## config.mk

```make
export PLATFORM = sky130hd
export DESIGN_NAME = uart_rx_frame_sampler
export DESIGN_NICKNAME = d
export VERILOG_FILES = /design/src/rtl/uart_rx_frame_sampler.sv
export SDC_FILE = /design/constraint.sdc
export NUM_CORES = 1
export LEC_CHECK = 0
export ABC_AREA = 1
export BUFFER_PORTS_ARGS = -buffer_cell sky130_fd_sc_hd__buf_2
export CAP_MARGIN = 15
export CORE_ASPECT_RATIO = 1.5
export CORE_MARGIN = 2
export CORE_UTILIZATION = 25
export CTS_BUF_LIST = sky130_fd_sc_hd__clkbuf_4
export CTS_CLUSTER_DIAMETER = 80
export DETAILED_ROUTE_END_ITERATION = 16
export GPL_TIMING_DRIVEN = 1
export SYNTH_ARGS = -nofsm -noshare
export SYNTH_HDL_FRONTEND = slang
export SYNTH_SLANG_ARGS = --single-unit
```

## constraint.sdc

```tcl
create_clock -name Clk -period 1.66 [get_ports Clk]
set_input_delay 0.332 -clock Clk [delete_from_list [all_inputs] [get_ports Clk]]
set_output_delay 0.332 -clock Clk [all_outputs]
set_load 0.02 [all_outputs]
```

## src/rtl/uart_rx_frame_sampler.sv

```systemverilog
// UART receive frame sampler.
// Takes over the serial line after the start-bit detector fires, samples each
// bit at mid-bit on a 16x (OVERSAMPLE) baud tick, assembles an LSB-first word,
// checks optional parity and the stop bit, and emits one-cycle result pulses.
module uart_rx_frame_sampler #(
    parameter int DATA_BITS  = 8,
    parameter int OVERSAMPLE = 16,
    parameter int PARITY_EN  = 0,
    parameter int PARITY_ODD = 0
) (
    input  logic                 Clk,
    input  logic                 reset_n,
    input  logic                 baud_tick_in,
    input  logic                 rx_in,
    input  logic                 start_bit_in,
    output logic                 startbit_det_enable_out,
    output logic [DATA_BITS-1:0] data_out,
    output logic                 data_valid_out,
    output logic                 parity_err_out,
    output logic                 framing_err_out,
    output logic                 busy_out
);

    localparam int TW = $clog2(OVERSAMPLE);
    localparam int BW = $clog2(DATA_BITS);

    // Tick-count values at which the sampling tick is the one currently present.
    localparam logic [TW-1:0] HALF_LAST = TW'(OVERSAMPLE / 2 - 1);
    localparam logic [TW-1:0] FULL_LAST = TW'(OVERSAMPLE - 1);
    localparam logic [BW-1:0] BIT_LAST  = BW'(DATA_BITS - 1);

    typedef enum logic [2:0] {
        IDLE       = 3'd0,
        START      = 3'd1,
        DATA       = 3'd2,
        PARITY     = 3'd3,
        STOP       = 3'd4,
        BREAK_WAIT = 3'd5
    } state_t;

    state_t               r_state;
    logic [TW-1:0]        r_tick_cnt;
    logic [BW-1:0]        r_bit_cnt;
    logic [DATA_BITS-1:0] r_shift;
    logic                 r_par_err;
    logic                 r_rx_meta;
    logic                 r_rx_s;

    logic                 r_en;
    logic [DATA_BITS-1:0] r_data;
    logic                 r_valid;
    logic                 r_perr;
    logic                 r_ferr;
    logic                 r_busy;

    logic                 w_half_hit;
    logic                 w_full_hit;
    logic                 w_par_exp;
    logic                 w_par_mismatch;

    // Two-flop synchroniser; preset high so reset looks like an idle line.
    always_ff @(posedge Clk or negedge reset_n) begin
        if (!reset_n) begin
            r_rx_meta <= 1'b1;
            r_rx_s    <= 1'b1;
        end else begin
            r_rx_meta <= rx_in;
            r_rx_s    <= r_rx_meta;
        end
    end

    // Sampling points: mid start bit, then every full bit period after that.
    assign w_half_hit     = baud_tick_in && (r_tick_cnt == HALF_LAST);
    assign w_full_hit     = baud_tick_in && (r_tick_cnt == FULL_LAST);
    assign w_par_exp      = (^r_shift) ^ (PARITY_ODD != 0);
    assign w_par_mismatch = r_rx_s ^ w_par_exp;

    // Frame FSM with registered outputs; pulses default low every cycle.
    always_ff @(posedge Clk or negedge reset_n) begin
        if (!reset_n) begin
            r_state    <= IDLE;
            r_tick_cnt <= '0;
            r_bit_cnt  <= '0;
            r_shift    <= '0;
            r_par_err  <= 1'b0;
            r_en       <= 1'b0;
            r_data     <= '0;
            r_valid    <= 1'b0;
            r_perr     <= 1'b0;
            r_ferr     <= 1'b0;
            r_busy     <= 1'b0;
        end else begin
            r_valid <= 1'b0;
            r_perr  <= 1'b0;
            r_ferr  <= 1'b0;
            case (r_state)
                IDLE: begin
                    r_en       <= 1'b1;
                    r_busy     <= 1'b0;
                    r_tick_cnt <= '0;
                    if (start_bit_in) begin
                        r_state   <= START;
                        r_en      <= 1'b0;
                        r_busy    <= 1'b1;
                        r_par_err <= 1'b0;
                    end
                end

                START: begin
                    if (w_half_hit) begin
                        r_tick_cnt <= '0;
                        if (!r_rx_s) begin
                            r_state   <= DATA;
                            r_bit_cnt <= '0;
                        end else begin
                            // Glitch rather than a real start bit.
                            r_state <= IDLE;
                            r_busy  <= 1'b0;
                        end
                    end else if (baud_tick_in) begin
                        r_tick_cnt <= r_tick_cnt + TW'(1);
                    end
                end

                DATA: begin
                    if (w_full_hit) begin
                        r_tick_cnt <= '0;
                        r_shift    <= {r_rx_s, r_shift[DATA_BITS-1:1]};
                        if (r_bit_cnt == BIT_LAST) begin
                            r_bit_cnt <= '0;
                            r_state   <= (PARITY_EN != 0) ? PARITY : STOP;
                        end else begin
                            r_bit_cnt <= r_bit_cnt + BW'(1);
                        end
                    end else if (baud_tick_in) begin
                        r_tick_cnt <= r_tick_cnt + TW'(1);
                    end
                end

                PARITY: begin
                    if (w_full_hit) begin
                        r_tick_cnt <= '0;
                        r_par_err  <= w_par_mismatch;
                        r_state    <= STOP;
                    end else if (baud_tick_in) begin
                        r_tick_cnt <= r_tick_cnt + TW'(1);
                    end
                end

                STOP: begin
                    if (w_full_hit) begin
                        r_tick_cnt <= '0;
                        if (r_rx_s) begin
                            r_data  <= r_shift;
                            r_valid <= 1'b1;
                            r_perr  <= r_par_err;
                            r_busy  <= 1'b0;
                            r_state <= IDLE;
                        end else begin
                            // Stop bit low: report and wait out a possible break.
                            r_ferr  <= 1'b1;
                            r_state <= BREAK_WAIT;
                        end
                    end else if (baud_tick_in) begin
                        r_tick_cnt <= r_tick_cnt + TW'(1);
                    end
                end

                BREAK_WAIT: begin
                    r_en <= 1'b0;
                    if (r_rx_s) begin
                        r_state    <= IDLE;
                        r_busy     <= 1'b0;
                        r_tick_cnt <= '0;
                    end
                end

                default: begin
                    r_state    <= IDLE;
                    r_busy     <= 1'b0;
                    r_tick_cnt <= '0;
                end
            endcase
        end
    end

    assign startbit_det_enable_out = r_en;
    assign data_out                = r_data;
    assign data_valid_out          = r_valid;
    assign parity_err_out          = r_perr;
    assign framing_err_out         = r_ferr;
    assign busy_out                = r_busy;

endmodule

```

=== After elaboration in Yosys (flattened, before gate mapping) ===
Index checks and enable logic that the tools add are counted.

* Register bits: 34
* Input port bits: 5

* Bitwise gates (word level): 2
* Reduce and logical (&&, ||, !) cells: 15
* Add/subtract/negate cells: 2
* Muxes and demuxes: 39
* Equality and inequality tests: 16

{| class="wikitable"
|+ Operators by type and width
! cell !! number
|-
| $mux W3 || 12
|-
| $pmux W3 S6 || 1
|-
| $mux W1 || 16
|-
| $mux W4 || 4
|-
| $ne A2 B2 Y1 const B || 8
|-
| $pmux W4 S3 || 1
|-
| $eq A3 B3 Y1 const B || 3
|-
| $reduce_and A3 Y1 || 3
|-
| $reduce_xor A8 Y1 || 1
|-
| $reduce_and A7 Y1 || 1
|-
| $eq A3 B2 Y1 const B || 2
|-
| $pmux W3 S2 || 1
|-
| $reduce_bool A2 Y1 || 3
|-
| $pmux W1 S5 || 1
|-
| $add A4 B1 Y4 const B || 1
|-
| $eq A4 B3 Y1 const B || 1
|-
| $eq A4 B4 Y1 const B || 1
|-
| $pmux W1 S2 || 2
|-
| $reduce_and A4 Y1 || 1
|-
| $add A3 B1 Y3 const B || 1
|-
| $eq A3 B1 Y1 const B || 1
|-
| $logic_not A3 Y1 || 1
|-
| $reduce_or A3 Y1 || 1
|-
| $logic_and A1 B1 Y1 || 2
|-
| other kinds (5) || 5
|}

=== Longest topological paths before layout ===
Gate-level depths: netlist of the first run.

* Depth after elaboration: 4
* Gate-level depth with buffers: 11

=== Worst setup path after synthesis of the first run ===
No wires, ideal clock.

* Path type: register to register
* Start: register r_tick_cnt[0]
* End: register r_data[6], in the netlist data_out[6]
* Setup slack: 0.203 ns
* Data required time: 1.541 ns
* Library setup time: 0.119 ns
* Period minus slack after synthesis: 1.457 ns
* Cell stages (with the launch flop): 10
* Arrival: 1.338 ns
* Cells stage by stage: dfrtp_1 > ha_1 > nand3_2 > nor2_4 > inv_2 > nor3_4 > inv_2 > buf_6 > nand2_1 > o21ai_2

* Longest elaborated chain between the ends: 3

{| class="wikitable"
|+ RTL lines
! item !! RTL line !! source
|-
| start, declared || 42 || <nowiki>logic [TW-1:0] r_tick_cnt;</nowiki>
|-
| start signal, assigned || 121 || <nowiki>r_tick_cnt <= r_tick_cnt + TW'(1);</nowiki>
|-
| start signal, assigned || 136 || <nowiki>r_tick_cnt <= r_tick_cnt + TW'(1);</nowiki>
|-
| start signal, assigned || 146 || <nowiki>r_tick_cnt <= r_tick_cnt + TW'(1);</nowiki>
|-
| $eq A4 B4 Y1 || 74 || <nowiki>assign w_full_hit = baud_tick_in && (r_tick_cnt == FULL_LAST);</nowiki>
|-
| $logic_and A1 B1 Y1 || 74 ||
|-
| $reduce_and A3 Y1 (no line) || - ||
|-
| end signal, assigned || 154 || <nowiki>r_data <= r_shift;</nowiki>
|-
| end, declared || 50 || <nowiki>logic [DATA_BITS-1:0] r_data;</nowiki>
|}

Every way passes these cells.
A chain may end at the register's enable or synchronous reset.

=== Worst setup path in the final report of the first run ===
* Start: register r_tick_cnt[0]
* End: register r_data[5], in the netlist data_out[5]

The elaborated chain is that of the path after synthesis.

==> run_results.csv, run 1 <==
group,metric,value,unit
sta,slew_headroom,74.9,%
global_route,antenna_found_initial,0,
run,drv_cap,0,
sta,fin_skew,0.00901,ns
place,hpwl,2520,um
synth,synthXorXnorAreaFrac,1.05,%
sta,rsz0062_at_grt,"true",
power_and_ir_drop,p_int,1290,uW
floorplan,row_count,36,
power_and_ir_drop,power.share.sequential,48.7,%
floorplan,io_pins,18,
synth,netlist_area,1660,um2
power_and_ir_drop,p_switching,712,uW
worst_setup_path,path_cells,"ha_4 -> nand3_4 -> nor2_4 -> inv_2 -> nor3_4 -> clkinv_2 -> nand2_1 -> o21ai_2",
detailed_routing,met3_length,127,um
synth,syn_nets,207,
power_and_ir_drop,peakVddDrop,0.000612,V
sta,fmax,0.629,GHz
clocking,clockRootBuffer,"clkbuf_4",
detailed_routing,drtIter0Drc,61,
detailed_routing,route.met2.wl,1870,um
worst_setup_path,critPathKind,"register to register",
synth,synth_compound_area_share,11.6,%
synth,synth-simple-area-share,27.3,%
sta,worstMarginPinSlew,0.376,ns
synth,syn-mean-instance-area,8.35,um2
finish,drive_gt1_share,24.6,%
sta,setup_slack,0.0714,ns
detailed_routing,wl_per_cell,11.1,um
hold_path,holdPathEnd,"r_rx_meta$_DFF_PN1_",
finish,finalNetCount,239,
worst_setup_path,crit_path_start_kind,"register",
global_route,grt_max_degree,20,
synth,ys_seq_elements,34,
synth,synthAdderAreaFrac,2.26,%
global_route,grt_pass1_vias,1366,
power_and_ir_drop,totalPowerFinal,2000,uW
sta,slew_violations,0,
detailed_routing,drtAntennaViolNets,0,
detailed_routing,first_pass_iters,4,
floorplan,die_y,104,um
run_status,outcome,"completed",
finish,fin_util,30.9,%
synth,syn_inst,199,
worst_setup_path,r2r_cells,8,
worst_setup_path,reg2reg_from,"r_tick_cnt[0]$_DFFE_PN0N_",
place,pre_cts_ws,0.102,ns
detailed_routing,top_layer_used,"met4",
place,port_buffers,17,
global_route,overflow,0,
detailed_routing,via_per_inst,4.40,
clocking,cts_buffers,5,
power_and_ir_drop,swShare,35.6,%
power_and_ir_drop,p_leak,0.000992,uW
worst_setup_path,r2r-end,"data_out[5]$_DFFE_PN0P_",
synth,ys_seq_area_share,51.4,%
sta,min_period,1.59,ns
clocking,tritoncts,"built",
worst_setup_path,cpPeakStageDelay,0.41,ns
synth,synth_top_family_by_area,"simple AND/OR/NAND/NOR gates",
place,place_congestion,0.801,
worst_setup_path,cp-end-kind,"register",
clocking,clk_pin_slew,0.10,ns
sta,period_share,95.7,%
floorplan,die-area,7330,um2
place,dp_cells,291,
clocking,h-tree-depth,2,
finish,layout.cells.non_filler,308,
worst_setup_path,cp.arrival,1.81,ns
hold_path,min_from,"rx_in",
synth,muxShareOfSynthArea,0,%
clocking,insertion_delay,0.33,ns
hold_path,hold_class,"primary input to register",
floorplan,die-width,70.6,um
worst_setup_path,r2r_slack,0.07,ns
worst_setup_path,crit_fanout,5,
power_and_ir_drop,comb_power_share,29.7,%
finish,area_growth,20.5,%
floorplan,coreArea,6490,um2
power_and_ir_drop,p_per_area,1000,nW/um2
worst_setup_path,required,1.89,ns
clocking,cts_sinks,34,
synth,ys_types,27,
power_and_ir_drop,clockPowerShare,21.7,%
sta,finalHoldViolCount,0,
detailed_routing,drt_wl_total,3420,um
synth,ys_warn_count,0,
clocking,clk_path_buf_depth,2,
hold_path,worstHoldPathCells,1,
detailed_routing,vias,1356,
global_route,grt_usage,9.77,%
global_route,grt_pass1_wl,5780,um
finish,antenna_cells,0,
detailed_routing,route.detailed.drc,0,
detailed_routing,met1Wirelength,1370,um
sta,setup_violations,0,
sta,whs,0.100,ns
floorplan,start_util,25.6,%
worst_setup_path,crit_slowest_cell,"dfrtp_1",
-- through the flow --
stage	TNS (ns)	cell area, um2
floorplan	0	1660
global placement	0	1850
detailed placement	0	1850
CTS	0	1910
global route	-0.298	2000
finish	0	2000
-- repair_timing --
item,in CTS,in global routing
endpoints found under the hold margin,15,0
setup endpoints to repair,0,20
hold buffers,1,0
resized for setup,0,11
buffers inserted,0,6
-- power by group through the flow --
stage / Combinational (uW) / Sequential, uW / Clock (uW)
6_report: 594 / 975 / 434
5_1_grt: 679 / 985 / 500
4_1_cts: 557 / 969 / 463
3_5_place_dp: 552 / 984 / 0
3_3_place_gp: 546 / 982 / 0
2_1_floorplan: 376 / 1000 / 0
-- worst max-delay path by stage --
stage	to	startpoint
after floorplan	data_out[6]$_DFFE_PN0P_	r_tick_cnt[0]$_DFFE_PN0N_
after global placement	data_out[2]$_DFFE_PN0P_	r_tick_cnt[0]$_DFFE_PN0N_
after detailed placement	data_out[0]$_DFFE_PN0P_	r_tick_cnt[0]$_DFFE_PN0N_
after CTS	r_shift[0]$_DFFE_PN0P_	r_tick_cnt[0]$_DFFE_PN0N_
after global routing	data_out[5]$_DFFE_PN0P_	r_tick_cnt[0]$_DFFE_PN0N_
final	data_out[5]$_DFFE_PN0P_	r_tick_cnt[0]$_DFFE_PN0N_
-- per-layer routing --
metal | vias up | track usage (%)
met5 | - | 0
met4 | 0 | 3.64
met3 | 4 | 2.71
met2 | 20 | 18.1
met1 | 631 | 10.2
li1 | 701 | -
-- cells by family (layout without fill, tap and decap cells) --
family / after synthesis / count (layout)
xor gates and xnor gates: 2 / 2
AOI/OAI and AO/OA: 30 / 30
and+or+nand+nor: 104 / 104
buffers and inverters: 26 / 59
DFF: 34 / 34
adders and majority gates: 3 / 3
-- worst max-delay path, delay by kind of cell (launching register included) --
kind            cells  cell delay, ns
simple gates        4            0.61
fa+ha+maj           1            0.17
flops               1            0.41
buf+inv             2            0.23
compound gates      1            0.05
-- synthesized netlist by cell type --
cell      number  area share (%)
nand2_1       68              15
dfrtp_1       32              48
inv_1         21             4.7
nor2_1        16             3.6
o21ai_0       12             3.6
nand3_1        8             2.4
o21ai_2        8             4.2
ha_1           3             2.3
inv_2          3            0.68
nand4_1        3             1.1
nor3_1         3            0.90
o21ai_1        3            0.90
a21oi_1        2            0.60
dfstp_2        2             3.2
nor2_4         2             1.4
xor2_1         2             1.1
a31o_2         1            0.53
a31oi_1        1            0.38
buf_2          1            0.30
buf_6          1            0.68
nand3_2        1            0.60
nor2_2         1            0.38
nor3_2         1            0.60
nor3_4         1            0.98
o211ai_1       1            0.45
o221ai_1       1            0.53
o22ai_1        1            0.38
-- placed cells by master, fill, tap and decap left out, types with 2 or more instances in the layout --
cell,Yosys,layout
dfstp_2,2,2
o21ai_1,3,3
buf_4,0,5
ha_1,3,2
nand3_1,8,8
nor2_1,16,16
o21ai_2,8,8
nand4_1,3,3
o21ai_0,12,12
xor2_1,2,2
a21oi_1,2,2
nand2_1,68,65
dfrtp_1,32,32
inv_2,3,2
clkbuf_4,0,6
nor3_1,3,3
inv_1,21,21
buf_2,1,17
nor2_4,2,2
nand2_2,0,3
clkinv_2,0,2
-- flip-flops by register name, indices dropped and copies added (netlist names), 3 cells and up --
signal and cells:
data_out 8, r_bit_cnt 3, r_shift 8, r_state 3
r_tick_cnt 4
-- final cells by class --
| cell class | count | area [um2] |
|---|---|---|
| inverters | 24 | 95.1 |
| fillers | 712 | 4480 |
| repair inverters | 2 | 11.3 |
| repair buffers | 25 | 164 |
| clock inverters | 2 | 8.76 |
| flip-flops and latches | 34 | 853 |
| clock buffers | 6 | 45.0 |
| multi-input cells | 139 | 729 |
| well taps | 76 | 95.1 |
(Power assumes the default switching activity.)
==> run 2: changes to the inputs <==
--- a/config.mk
+++ b/config.mk
@@ -15,6 +15,7 @@
 export CTS_CLUSTER_DIAMETER = 80
 export DETAILED_ROUTE_END_ITERATION = 16
 export GPL_TIMING_DRIVEN = 1
+export MAX_ROUTING_LAYER = met4
 export SYNTH_ARGS = -nofsm -noshare
 export SYNTH_HDL_FRONTEND = slang
 export SYNTH_SLANG_ARGS = --single-unit
==> run_results.csv, run 2 (synthesis results as in run 1) <==
group,metric,value,unit
run_status,outcome,"completed",
power_and_ir_drop,p_switching,715,uW
floorplan,start_util,25.6,%
finish,antenna_cells,0,
finish,finalNetCount,239,
sta,min_period,1.59,ns
clocking,insertion_delay,0.33,ns
global_route,grt_use_met2,18.1,%
clocking,clk_path_buf_depth,2,
global_route,grt_usage,10.1,%
global_route,grt_pass1_wl,5800,um
power_and_ir_drop,peakVddDrop,0.000616,V
clocking,tritoncts,"built",
detailed_routing,route.detailed.drc,0,
sta,worstMarginPinSlew,0.376,ns
clocking,clockRootBuffer,"clkbuf_4",
floorplan,io_pins,18,
worst_setup_path,crit_path_start_kind,"register",
sta,slew_violations,0,
finish,drive_gt1_share,24.6,%
sta,period_share,96.0,%
global_route,grt_pass1_vias,1361,
power_and_ir_drop,clockPowerShare,21.8,%
place,placed_area,1850,um2
power_and_ir_drop,p_leak,0.000992,uW
clocking,cts_buffers,5,
worst_setup_path,reg2reg_from,"r_tick_cnt[0]$_DFFE_PN0N_",
detailed_routing,first_pass_iters,4,
place,place_congestion,0.812,
detailed_routing,wl_per_cell,11.1,um
sta,rsz0062_at_grt,"true",
detailed_routing,vias,1345,
sta,setup_violations,0,
detailed_routing,drt_wl_total,3430,um
sta,fin_skew,0.00895,ns
detailed_routing,via_per_inst,4.37,
worst_setup_path,crit_fanout,5,
place,port_buffers,17,
worst_setup_path,cp-startpoint,"r_tick_cnt[0]$_DFFE_PN0N_",
power_and_ir_drop,swShare,35.7,%
power_and_ir_drop,comb_power_share,29.6,%
clocking,cts_sinks,34,
sta,finalHoldViolCount,0,
power_and_ir_drop,p_per_area,1000,nW/um2
power_and_ir_drop,p_int,1290,uW
floorplan,die-width,70.6,um
worst_setup_path,critPathKind,"register to register",
global_route,antenna_found_initial,0,
detailed_routing,drtIter0Drc,53,
run,drv_cap,0,
finish,area_growth,20.5,%
sta,slew_headroom,74.9,%
floorplan,die_y,104,um
finish,layout_common_cells,"nand2_1 (65), dfrtp_1 (32), inv_1 (21), buf_2 (17), nor2_1 (16)",
place,hpwl,2520,um
hold_path,min_from,"rx_in",
worst_setup_path,required,1.89,ns
sta,fmax,0.628,GHz
global_route,top_usage_layer,"met2",
global_route,overflow,0,
detailed_routing,drtAntennaViolNets,0,
floorplan,coreArea,6490,um2
floorplan,row_count,36,
power_and_ir_drop,power.share.sequential,48.6,%
worst_setup_path,cp.arrival,1.82,ns
global_route,grt_use_met3,2.71,%
finish,final_cell_area,2000,um2
clocking,clk_pin_slew,0.10,ns
clocking,h-tree-depth,2,
floorplan,die-area,7330,um2
hold_path,hold_class,"primary input to register",
finish,final_common_cell,"nand2_1",
worst_setup_path,r2r_slack,0.07,ns
worst_setup_path,cp-end-kind,"register",
sta,whs,0.0972,ns
global_route,grt_max_degree,20,
global_route,use_met1,10.3,%
[run 2: worst max-delay path: stages (launching register included)]
cell	delay [ns]
dfrtp_1	0.42
ha_4	0.17
nand3_4	0.09
nor2_4	0.16
inv_2	0.08
nor3_4	0.27
clkinv_2	0.15
nand2_1	0.09
o21ai_2	0.05
[run 2: routing by layer]
layer / vias up / share of wire [%]
li1: 699 / -
met1: 624 / 40
met2: 18 / 54
met3: 4 / 3.8
met4: 0 / 1.8
met5: - / 0
[run 2: final cells by class]
| type | count | area (um2) |
|---|---|---|
| clock buffer | 6 | 45.0 |
| clock inverter | 2 | 8.76 |
| fill | 712 | 4480 |
| inverter | 24 | 95.1 |
| multi-input combinational | 139 | 729 |
| sequential | 34 | 853 |
| tap | 76 | 95.1 |
| timing repair buffer | 25 | 164 |
| timing repair inverter | 2 | 11.3 |
[run 2: power by group through the flow]
stage / combinational [uW] / clock, uW / sequential [uW]
after floorplan: 376 / 0 / 1000
after global placement: 546 / 0 / 982
after detailed placement: 552 / 0 / 984
after CTS: 557 / 463 / 969
after global routing: 679 / 502 / 985
final: 593 / 438 / 974
[run 2: repair_timing]
| action | 4_1_cts | 5_1_grt |
|---|---|---|
| buffers inserted | 0 | 6 |
| gates resized for setup | 0 | 11 |
| endpoints found under the hold margin | 15 | 0 |
| setup endpoints to repair | 0 | 20 |
| hold buffers | 1 | 0 |
[run 2: path summary, 6_finish.rpt]
check / end / depth (start not counted)
setup / recovery: data_out[5]$_DFFE_PN0P_ / 8
hold / removal: r_rx_meta$_DFF_PN1_ / 1
setup reg to reg: data_out[5]$_DFFE_PN0P_ / 8
hold reg to reg: r_rx_s$_DFF_PN1_ / 0
max in group asynchronous: r_rx_meta$_DFF_PN1_ / 3
min in group asynchronous: r_shift[7]$_DFFE_PN0P_ / 2
[run 2: metrics by stage]
stage / instances / setup TNS [ns] / utilization [%] / total power [uW] / setup slack [ns]
after detailed placement: 291 / 0 / 28.5 / 1540 / 0.102
after global placement: 291 / 0 / 28.5 / 1530 / 0.158
after floorplan: 199 / 0 / - / 1380 / 0.203
final: 308 / 0 / 30.9 / 2000 / 0.0666
after CTS: 300 / 0 / 29.4 / 1990 / 0.0788
after global routing: 308 / -0.340 / 30.9 / 2170 / -0.0462
==> run 3: changes to the inputs <==
--- a/config.mk
+++ b/config.mk
@@ -5,7 +5,6 @@
 export SDC_FILE = /design/constraint.sdc
 export NUM_CORES = 1
 export LEC_CHECK = 0
-export ABC_AREA = 1
 export BUFFER_PORTS_ARGS = -buffer_cell sky130_fd_sc_hd__buf_2
 export CAP_MARGIN = 15
 export CORE_ASPECT_RATIO = 1.5
==> run_results.csv, run 3 <==
group,metric,value,unit
finish,n_fill_cell,675,
floorplan,die_y,103,um
detailed_routing,drtAntennaViolNets,0,
global_route,grt_max_degree,35,
global_route,overflow,0,
floorplan,die-area,7180,um2
worst_setup_path,r2r_slack,0.006,ns
synth,ys_warn_count,0,
clocking,cts_sinks,34,
sta,fin_skew,0.0104,ns
sta,fmax,0.605,GHz
synth,synth_edf_count,0,
detailed_routing,wl_per_cell,13.1,um
worst_setup_path,r2r_cells,6,
clocking,h-tree-depth,2,
global_route,grt_pass1_wl,5310,um
sta,whs,-0.0000591,ns
synth,ys_seq_area_share,52.5,%
global_route,grt_usage,9.90,%
clocking,cts_buffers,5,
sta,slew_headroom,71.5,%
sta,finalHoldViolCount,1,
detailed_routing,vias,1198,
detailed_routing,drt_wl_total,3250,um
synth,syn_inst,134,
power_and_ir_drop,peakVddDrop,0.000584,V
synth,synth.most_common_cell,"dfrtp_1",
finish,finalNetCount,179,
worst_setup_path,required,1.90,ns
run_status,outcome,"complete, but fails checks",
global_route,grt_pass1_vias,1123,
finish,layout.cells.non_filler,249,
power_and_ir_drop,p_leak,0.00102,uW
synth,yosysTopAreaCell,"dfrtp_1",
floorplan,row_count,36,
floorplan,io_pins,18,
finish,drive_gt1_share,40.7,%
worst_setup_path,crit_path_start_kind,"register",
detailed_routing,via_per_inst,4.81,
place,port_buffers,17,
finish,fin_util,32.6,%
run,drv_cap,0,
place,pre_cts_ws,-0.0446,ns
place,hpwl,2240,um
hold_path,hold_class,"primary input to asynchronous set/reset pin",
sta,slew_violations,0,
sta,worstMarginPinSlew,0.427,ns
floorplan,coreArea,6400,um2
synth,yosys-top-cells-area,"dfrtp_1 (49%), mux2_2 (12%), dfstp_2 (3.2%)",
synth,syn_nets,142,
synth,yosysTopAreaCellShare,49.2,%
clocking,clk_pin_slew,0.11,ns
worst_setup_path,cp-end-kind,"register",
worst_setup_path,r2r-end,"data_out[0]$_DFFE_PN0P_",
clocking,tritoncts,"built",
worst_setup_path,path_cells,"ha_2 -> and3_4 -> nand2_4 -> nor4_4 -> buf_4 -> mux2_2",
power_and_ir_drop,p_per_area,1190,nW/um2
run_status,violations,"hold timing",
clocking,clockRootBuffer,"clkbuf_4",
global_route,grt_use_met2,17.1,%
synth,ys_types,40,
global_route,top_usage_layer,"met2",
detailed_routing,route.detailed.drc,0,
worst_setup_path,crit_fanout,5,
synth,synthFlopType,"dfrtp_1",
worst_setup_path,cp.arrival,1.89,ns
synth,ys_top_cells_by_count,"dfrtp_1 (32), mux2_2 (17), nor2_1 (8), o21ai_0 (7)",
worst_setup_path,reg2reg_from,"r_tick_cnt[0]$_DFFE_PN0N_",
detailed_routing,drtIter0Drc,32,
place,dp_cells,233,
worst_setup_path,cpPeakStageDelay,0.37,ns
clocking,insertion_delay,0.34,ns
synth,syn-mean-instance-area,12.1,um2
sta,setup_slack,0.00598,ns
floorplan,die-width,69.9,um
global_route,use_met1,9.80,%
detailed_routing,first_pass_iters,4,
global_route,antenna_found_initial,1,
sta,period_share,99.6,%
sta,min_period,1.65,ns
floorplan,start_util,25.4,%
synth,ys_seq_elements,34,
finish,layout_common_cells,"dfrtp_1 (32), buf_4 (17), buf_2 (17), mux2_2 (11), nor2_1 (8)",
clocking,postCtsHoldBufs,0,
clocking,clk_path_buf_depth,2,
worst_setup_path,critPathKind,"register to register",
synth,netlist_area,1630,um2
global_route,grt_use_met3,2.64,%
finish,final_common_cell,"dfrtp_1",
worst_setup_path,crit_slowest_cell,"dfrtp_1",
synth,async_reset_ff_share,100,%
finish,area_growth,28.2,%
sta,rsz0062_at_grt,"true",
place,place_congestion,0.754,
sta,setup_violations,0,
run 3: cell types whose count changed after synthesis, sizes merged, moves of 4 or more:
cell	change
nor2	-11
mux2	+17
nand3	-4
inv	-23
clkbuf	+4
nand2	-64
o21ai	-16
xnor2	+5
run 3: timing repair:
item | in CTS | in global routing
setup endpoints to repair | 16 | 13
gates resized for setup | 3 | 7
cloned | 1 | 0
buffers inserted | 5 | 1
hold endpoints to repair | 0 | 0
run 3: cell families (layout without fill, tap and decap cells):
kind of cell | count (synthesis) | count (layout) | synth area share [%]
DFF | 34 | 34 | 52.5
xor gates and xnor gates | 10 | 10 | 6.23
other | 0 | 1 | 0
adders and majority gates | 3 | 3 | 2.31
buffers and inverters | 7 | 45 | 1.69
muxes | 17 | 17 | 11.8
and+or+nand+nor | 36 | 36 | 14.5
AOI/OAI and AO/OA | 27 | 27 | 11.1
run 3: worst max-delay path, delay by kind of cell (launching register included):
family / cells / cell delay (ns)
buf+inv: 1 / 0.20
fa+ha+maj: 1 / 0.18
flops: 1 / 0.37
simple gates: 3 / 0.50
mux: 1 / 0.32
run 3: worst max-delay path by stage:
stage,startpoint,end
3_5_place_dp,r_tick_cnt[1]$_DFFE_PN0N_,data_out[5]$_DFFE_PN0P_
5_1_grt,r_tick_cnt[1]$_DFFE_PN0N_,data_out[0]$_DFFE_PN0P_
4_1_cts,r_tick_cnt[1]$_DFFE_PN0N_,data_out[0]$_DFFE_PN0P_
2_1_floorplan,r_tick_cnt[0]$_DFFE_PN0N_,data_out[0]$_DFFE_PN0P_
6_report,r_tick_cnt[0]$_DFFE_PN0N_,data_out[0]$_DFFE_PN0P_
3_3_place_gp,r_tick_cnt[1]$_DFFE_PN0N_,data_out[5]$_DFFE_PN0P_
run 3: final cells by class:
| type | count | area (um2) | share of cell area [%] |
|---|---|---|---|
| sequential | 34 | 853 | 40.9 |
| multi-input combinational | 93 | 781 | 37.4 |
| timing repair buffer | 36 | 244 | 11.7 |
| tap | 76 | 95.1 | 4.56 |
| clock inverter | 3 | 68.8 | 3.30 |
| clock buffer | 5 | 37.5 | 1.80 |
| inverter | 1 | 3.75 | 0.180 |
| antenna | 1 | 2.50 | 0.120 |
run 3: through the flow:
stage	total power (uW)	setup TNS [ns]	hold WS [ns]	cell area, um2
4_1_cts	2490	-0.0203	0.00592	2050
6_report	2480	0	-0.0000591	2090
3_5_place_dp	1680	-0.290	0.348	1890
2_1_floorplan	1460	-0.354	0.0364	1630
5_1_grt	2640	-0.183	0.0147	2090
3_3_place_gp	1660	0	0.346	1890
run 3: layer usage:
| layer | vias to the layer above | share of wire [%] |
|---|---|---|
| li1 | 568 | - |
| met1 | 604 | 40 |
| met2 | 19 | 55 |
| met3 | 7 | 2.3 |
| met4 | 0 | 2.4 |
| met5 | - | 0 |
run 3: power by group:
| group | switching, uW | leakage [uW] | total, uW | internal (uW) |
|---|---|---|---|---|
| logic | 351 | 0.000510 | 665 | 314 |
| registers | 126 | 0.000456 | 1050 | 922 |
| clock network | 296 | 0.0000554 | 767 | 471 |
| total | 773 | 0.00102 | 2480 | 1710 |
